**src/rtl/fifo_rd_ctrl.sv**
```systemverilog
// fifo_rd_ctrl: read-side controller of the asynchronous FIFO, entirely in
// the R_CLK domain. Synchronises the Gray write pointer, derives EMPTY and
// LEVEL, drives the memory read address, publishes the Gray read pointer
// back to the write side, and holds one word in a registered output stage
// with a VALID/READY handshake.
//
// Ports:
//   R_CLK        read-domain clock (rising edge)
//   R_RST        synchronous active-high reset
//   WQ_PTR_GRAY  write pointer, Gray, asynchronous to R_CLK
//   MEM_RD_DATA  combinational memory read data at R_ADDR
//   DOUT_READY   downstream accepts DOUT this cycle
//   R_ADDR       memory read address (low bits of the binary read pointer)
//   RD_PTR_GRAY  registered Gray read pointer for the write-side synchroniser
//   EMPTY        no unread word in memory as seen from the read domain
//   LEVEL        words in memory, excluding the output stage
//   DOUT         output data register
//   DOUT_VALID   DOUT holds a valid word
module fifo_rd_ctrl #(
  parameter int DATA_WIDTH  = 8,
  parameter int ADDR_WIDTH  = 3,
  parameter int SYNC_STAGES = 2
) (
  input  logic                  R_CLK,
  input  logic                  R_RST,
  input  logic [ADDR_WIDTH:0]   WQ_PTR_GRAY,
  input  logic [DATA_WIDTH-1:0] MEM_RD_DATA,
  input  logic                  DOUT_READY,
  output logic [ADDR_WIDTH-1:0] R_ADDR,
  output logic [ADDR_WIDTH:0]   RD_PTR_GRAY,
  output logic                  EMPTY,
  output logic [ADDR_WIDTH:0]   LEVEL,
  output logic [DATA_WIDTH-1:0] DOUT,
  output logic                  DOUT_VALID
);

  localparam int PTR_W = ADDR_WIDTH + 1;

  logic [PTR_W-1:0]      sync_q [SYNC_STAGES];
  logic [PTR_W-1:0]      wq_sync;
  logic [PTR_W-1:0]      wbin_sync;
  logic [PTR_W-1:0]      rptr_bin;
  logic [PTR_W-1:0]      next_bin;
  logic [PTR_W-1:0]      rd_gray_q;
  logic [DATA_WIDTH-1:0] dout_q;
  logic                  dout_valid_q;
  logic                  empty;
  logic                  pop;

  // Write-pointer synchroniser: the only consumer of WQ_PTR_GRAY.
  always_ff @(posedge R_CLK) begin
    if (R_RST) begin
      for (int unsigned i = 0; i < SYNC_STAGES; i++) begin
        sync_q[i] <= '0;
      end
    end else begin
      sync_q[0] <= WQ_PTR_GRAY;
      for (int unsigned i = 1; i < SYNC_STAGES; i++) begin
        sync_q[i] <= sync_q[i-1];
      end
    end
  end

  assign wq_sync = sync_q[SYNC_STAGES-1];

  // Gray to binary: bit i is the XOR of all Gray bits from i up to the MSB.
  always_comb begin
    wbin_sync = '0;
    for (int unsigned i = 0; i < PTR_W; i++) begin
      wbin_sync[i] = ^(wq_sync >> i);
    end
  end

  // Compared in Gray against the registered read pointer so EMPTY is a
  // function of flops only.
  assign empty    = (rd_gray_q == wq_sync);
  assign pop      = !empty && (!dout_valid_q || DOUT_READY);
  assign next_bin = rptr_bin + PTR_W'(1);

  always_ff @(posedge R_CLK) begin
    if (R_RST) begin
      rptr_bin     <= '0;
      rd_gray_q    <= '0;
      dout_q       <= '0;
      dout_valid_q <= 1'b0;
    end else if (pop) begin
      rptr_bin     <= next_bin;
      rd_gray_q    <= next_bin ^ (next_bin >> 1);
      dout_q       <= MEM_RD_DATA;
      dout_valid_q <= 1'b1;
    end else if (dout_valid_q && DOUT_READY) begin
      dout_valid_q <= 1'b0;
    end
  end

  assign R_ADDR      = rptr_bin[ADDR_WIDTH-1:0];
  assign RD_PTR_GRAY = rd_gray_q;
  assign EMPTY       = empty;
  assign LEVEL       = wbin_sync - rptr_bin;
  assign DOUT        = dout_q;
  assign DOUT_VALID  = dout_valid_q;

endmodule

```
**config.mk**
```make
export PLATFORM = sky130hd
export DESIGN_NAME = fifo_rd_ctrl
export DESIGN_NICKNAME = d
export VERILOG_FILES = /design/src/rtl/fifo_rd_ctrl.sv
export SDC_FILE = /design/constraint.sdc
export NUM_CORES = 1
export LEC_CHECK = 0
export ABC_AREA = 1
export BUFFER_PORTS_ARGS = -buffer_cell sky130_fd_sc_hd__buf_4
export CORE_AREA = 5 5 55 57
export CTS_CLUSTER_DIAMETER = 120
export DETAILED_ROUTE_END_ITERATION = 12
export DIE_AREA = 0 0 60 62
export GPL_ROUTABILITY_DRIVEN = 0
export PLACE_DENSITY = 0.83
export SYNTH_ARGS = -nofsm -noshare
export SYNTH_HDL_FRONTEND = slang
export SYNTH_SLANG_ARGS = --single-unit
export TNS_END_PERCENT = 50
```
**constraint.sdc**
```tcl
create_clock -name R_CLK -period 4.6 [get_ports R_CLK]
set_clock_uncertainty 0.05 [all_clocks]
set_input_delay 0.46 -clock R_CLK [delete_from_list [all_inputs] [get_ports R_CLK]]
set_output_delay 0.46 -clock R_CLK [all_outputs]
set_load 0.02 [all_outputs]
```
Word level (Yosys, flattened, before mapping)
Memory sizes are Yosys's and may differ from the RTL's.
Cells that the tools add are included.
{"block": "op_classes", "reduce_logical": 10, "bitwise": 3, "eq_ne": 1, "add_sub_neg": 2, "muxes": 7}
{"operator": "XOR reduction 4 bit", "count": 4}
{"operator": "two-way mux 4 bit", "count": 2}
{"operator": "two-way mux 1 bit", "count": 5}
{"operator": "adder 4 x 1 -> 4 bit (second input constant)", "count": 1}
{"operator": "== test 4 bit", "count": 1}
{"operator": "subtractor 4 bit", "count": 1}
{"operator": "XOR 4 x 3 -> 4 bit", "count": 1}
{"operator": "logical AND 1 bit", "count": 2}
{"operator": "logical NOT 1 bit", "count": 2}
{"operator": "OR 1 bit", "count": 2}
{"operator": "nonzero test 2 bit", "count": 1}
{"operator": "logical OR 1 bit", "count": 1}
{"block": "word_totals", "reg_bits": 17, "mem_count": 1, "ramBits": 8, "out_inout_bits": 21, "in_bits": 15}
{"memory": "sync_q", "words": 2, "word_bits": 4, "rd": 2, "rd_clocked_by_memory_dff": 0, "write_ports": 2, "line_no": "39", "source": "logic [PTR_W-1:0] sync_q [SYNC_STAGES];"}

Longest topological paths before layout
{"block": "depth", "ltp_word": 4, "ltp_mapped": 10}

Worst setup path before layout
OpenSTA, ideal clock, no wires.
{"block": "synth_timing", "path_kind": "register to output", "from": "memory sync_q[0][7] (netlist bit)", "to": "output LEVEL[2]", "path_stages_with_launch": 10, "required_ns": 4.090, "arrival_ns": 1.864, "slack_ns": 2.226, "n_path_buf": 0, "cell_sequence": "dfxtp_1 -> inv_1 -> nand2_1 -> nand2_1 -> xor2_2 -> xor2_1 -> inv_1 -> ha_1 -> fa_1 -> xnor2_1"}
{"element": "start, declared", "line_no": "39"}
{"element": "end, declared", "line_no": "32", "source": "output logic [ADDR_WIDTH:0] LEVEL,"}

==> flow_summary_export.csv <==
group,metric,value,unit
clocking,post_cts_resized,0,
timing,setup_ws,1.882,ns
logic_synthesis,ys_seq_elements,24,
clocking,cts.sinks,24,
placement,post-place-ws,2.223,ns
timing,clock.fmax,367.9,MHz
clocking,clk_latency,0.31,ns
timing,tightest_slew,1.021,ns
floorplanning,dieArea,3720,um^2
power_and_ir_drop,switchingPower,0.5027,mW
run,cap_violations,0,
floorplanning,start_util,52.83,%
worst_setup_path,rr_worst_depth,8,
final_layout,area_growth_syn_to_layout,21.81,%
worst_setup_path,path_class,"reg -> out",
worst_setup_path,crit_arrival,2.21,ns
timing,layout_min_cycle_time,2.718,ns
placement,io_buffers,35,
final_layout,final_layout_size_suffix_gt1_share,25.60,%
detailed_routing,ant_nets,0,
floorplanning,core.rowCount,18,
power_and_ir_drop,cellInternalPower,0.5850,mW
timing,rsz0062_at_grt,"false",
power_and_ir_drop,swShare,46.21,%
worst_setup_path,required,4.09,ns
timing,drv_slew,0,
final_layout,diodes,0,
worst_setup_path,reg2reg_to,"RD_PTR_GRAY[1]",
power_and_ir_drop,peakVddDrop,437.0,uV
worst_setup_path,r2r_start,"rptr_bin[0]",
worst_setup_path,endpoint,"LEVEL[2]",
detailed_routing,routed.top_layer,"met4",
logic_synthesis,synth_seq_area_share,37.39,%
timing,min_period_over_period,59.09,%
global_route,grt_max_degree,31,
clocking,cts_root_buf,"clkbuf_4",
logic_synthesis,yosysWarnings,0,
detailed_routing,drt_first_pass_iters,4,
status,status,"complete, no violations",
logic_synthesis,syn_nets,196,
detailed_routing,via_per_inst,4.730,
power_and_ir_drop,power_density,694.9,nW/um^2
detailed_routing,met3RoutedLength,140,um
clocking,cts_tree,"yes",
detailed_routing,wl_met2,1278,um
detailed_routing,drc,0,
clocking,ctsLongestPathBuffers,2,
global_route,antenna_found_initial,0,
clocking,htreeDepth,1,
logic_synthesis,netlist_area,1285,um^2
floorplanning,fp.coreArea,2432,um^2
detailed_routing,routedWlPerCell,10.53,um
global_route,overflow,0,
global_route,grt.total_usage,13.87,%
final_layout,nets,228,
detailed_routing,routed_wl,2496,um
logic_synthesis,syn_area_per_cell,7.301,um^2
worst_setup_path,crit_start,"sync_q[0][6]",
worst_setup_path,end_kind,"output pin",
worst_setup_path,reg2reg_slack,3.05,ns
timing,setup_tns,0,ns
detailed_routing,routed-via-count,1121,
floorplanning,ios,36,
timing,setup_violations,0,
floorplanning,die_h,62,um
power_and_ir_drop,p_leak,0.8424,nW
detailed_routing,met1_length,1058,um
global_route,grt_pass1_vias,1025,
worst_setup_path,path_max_fanout,3,
logic_synthesis,synth.distinct_cells,24,
clocking,path_clk_slew,0.12,ns
final_layout,fillers,222,
power_and_ir_drop,seqPwrFrac,29.9,%
clocking,cts_setup_buffers,0,
global_route,grt_pass1_wl,4057,um
worst_hold_path,hold_class,"in -> reg",
clocking,ctsHoldBuffers,0,
logic_synthesis,synthCells,176,
power_and_ir_drop,p_comb_share,60.1,%
worst_hold_path,hold_depth,3,
clocking,cts_made_buffers,3,
detailed_routing,drt_iter0_markers,19,
placement,dpl.hpwl,1907,um
worst_setup_path,start_kind,"flop",
timing,relSlewSlack,31.80,%
power_and_ir_drop,clkPwrFrac,10.1,%
floorplanning,die_w,60,um
timing,hold_viol,0,
layout make-up:
class / count / area, um^2 / share of cell area [%]
clock buffers: 4 / 36.28 / 2.318
inverters: 28 / 105.1 / 6.715
multi-input cells: 116 / 643.1 / 41.09
flip-flops and latches: 24 / 480.5 / 30.70
well taps: 30 / 37.54 / 2.398
repair buffers: 35 / 262.8 / 16.79
critical path, stage by stage, from the launching register on:
cell and delay (ns):
dfxtp_1 0.34, inv_1 0.08, nand2_1 0.05, nand2_1 0.11, xor2_2 0.21, xor2_1 0.16, inv_1 0.06, ha_1 0.20
fa_1 0.38, xnor2_1 0.16, buf_4 0.16
placed cells by master, fill, tap and decap left out:
cell	instances
nand2_1	42
buf_4	35
inv_1	26
dfxtp_1	24
nor2_1	24
a21oi_1	15
nand3b_1	8
nand3_2	6
ha_1	4
nand3_1	3
clkbuf_4	3
xor2_1	2
inv_2	2
nand2_2	2
xnor2_1	2
nor2_4	2
xor2_2	1
o21ai_0	1
nand2_4	1
nand4_1	1
or2_1	1
fa_1	1
clkbuf_8	1
state kept, by name, indices dropped and copies added, names as in the netlist:
register     count
DOUT             8
sync_q           8
rptr_bin         4
RD_PTR_GRAY      3
DOUT_VALID       1
cells in the mapped netlist:
cell      number  area [um^2]
buf_2          3        15.01
nand2_1       42        157.7
nand4_1        1        6.260
o21ai_0        1        5.000
nand3b_1       8        60.06
ha_1           4        50.05
buf_6          3        33.78
dfxtp_1       24        480.5
buf_1          1        3.750
inv_2          2        7.510
nand2_2        2        12.51
clkbuf_1       1        3.750
nand3_2        6        60.06
or2_1          1        6.260
fa_1           1        20.02
inv_1         26        97.59
nor2_1        24        90.09
nor2_4         2        22.52
xor2_1         2        17.52
xor2_2         1        16.27
a21oi_1       15        75.07
nand3_1        3        15.01
nand2_4        1        11.26
xnor2_1        2        17.52
stage by stage:
stage | cells | utilization (%) | instance area [um^2] | total power, mW | hold slack [ns]
2_1_floorplan | 176 | - | 1285 | 0.8111 | 0.3383
3_3_place_gp | 233 | 62.86 | 1529 | 0.9649 | 0.3427
3_5_place_dp | 233 | 62.86 | 1529 | 0.9858 | 0.3468
4_1_cts | 237 | 64.35 | 1565 | 1.095 | 0.2951
5_1_grt | 237 | 64.35 | 1565 | 1.186 | 0.2954
6_report | 237 | 64.35 | 1565 | 1.088 | 0.3011
metal layers:
layer,global-route usage (%),vias up
met1,15.43,497
li1,-,596
met2,27.01,26
met5,0,-
met3,2.273,2
met4,3.797,0
power by group through the flow:
stage          registers, mW  clock network, mW  logic, mW
6_report               0.325              0.110      0.653
4_1_cts                0.325              0.110      0.660
2_1_floorplan          0.385                  0      0.426
3_5_place_dp           0.329                  0      0.657
5_1_grt                0.336              0.120      0.730
3_3_place_gp           0.327                  0      0.638
logic make-up (layout without fill, tap and decap cells):
logic type,Yosys count,count (layout),synth area share [%]
XOR/XNOR,5,5,3.993
AO/OA/AOI/OAI,16,16,6.231
buffers and inverters,36,67,12.56
flip-flops,24,24,37.39
AND/OR/NAND/NOR,90,90,34.37
adder cells (fa/ha/maj),5,5,5.453
how the worst min path moves through the flow:
stage | end | startpoint
final | sync_q[0][0] | WQ_PTR_GRAY[0]
after global routing | sync_q[0][3] | WQ_PTR_GRAY[3]
after CTS | sync_q[0][0] | WQ_PTR_GRAY[0]
after detailed placement | sync_q[0][4] | sync_q[0][0]
after global placement | sync_q[0][4] | sync_q[0][0]
after floorplan | sync_q[0][4] | sync_q[0][0]
Power figures use the tool's default switching activity.
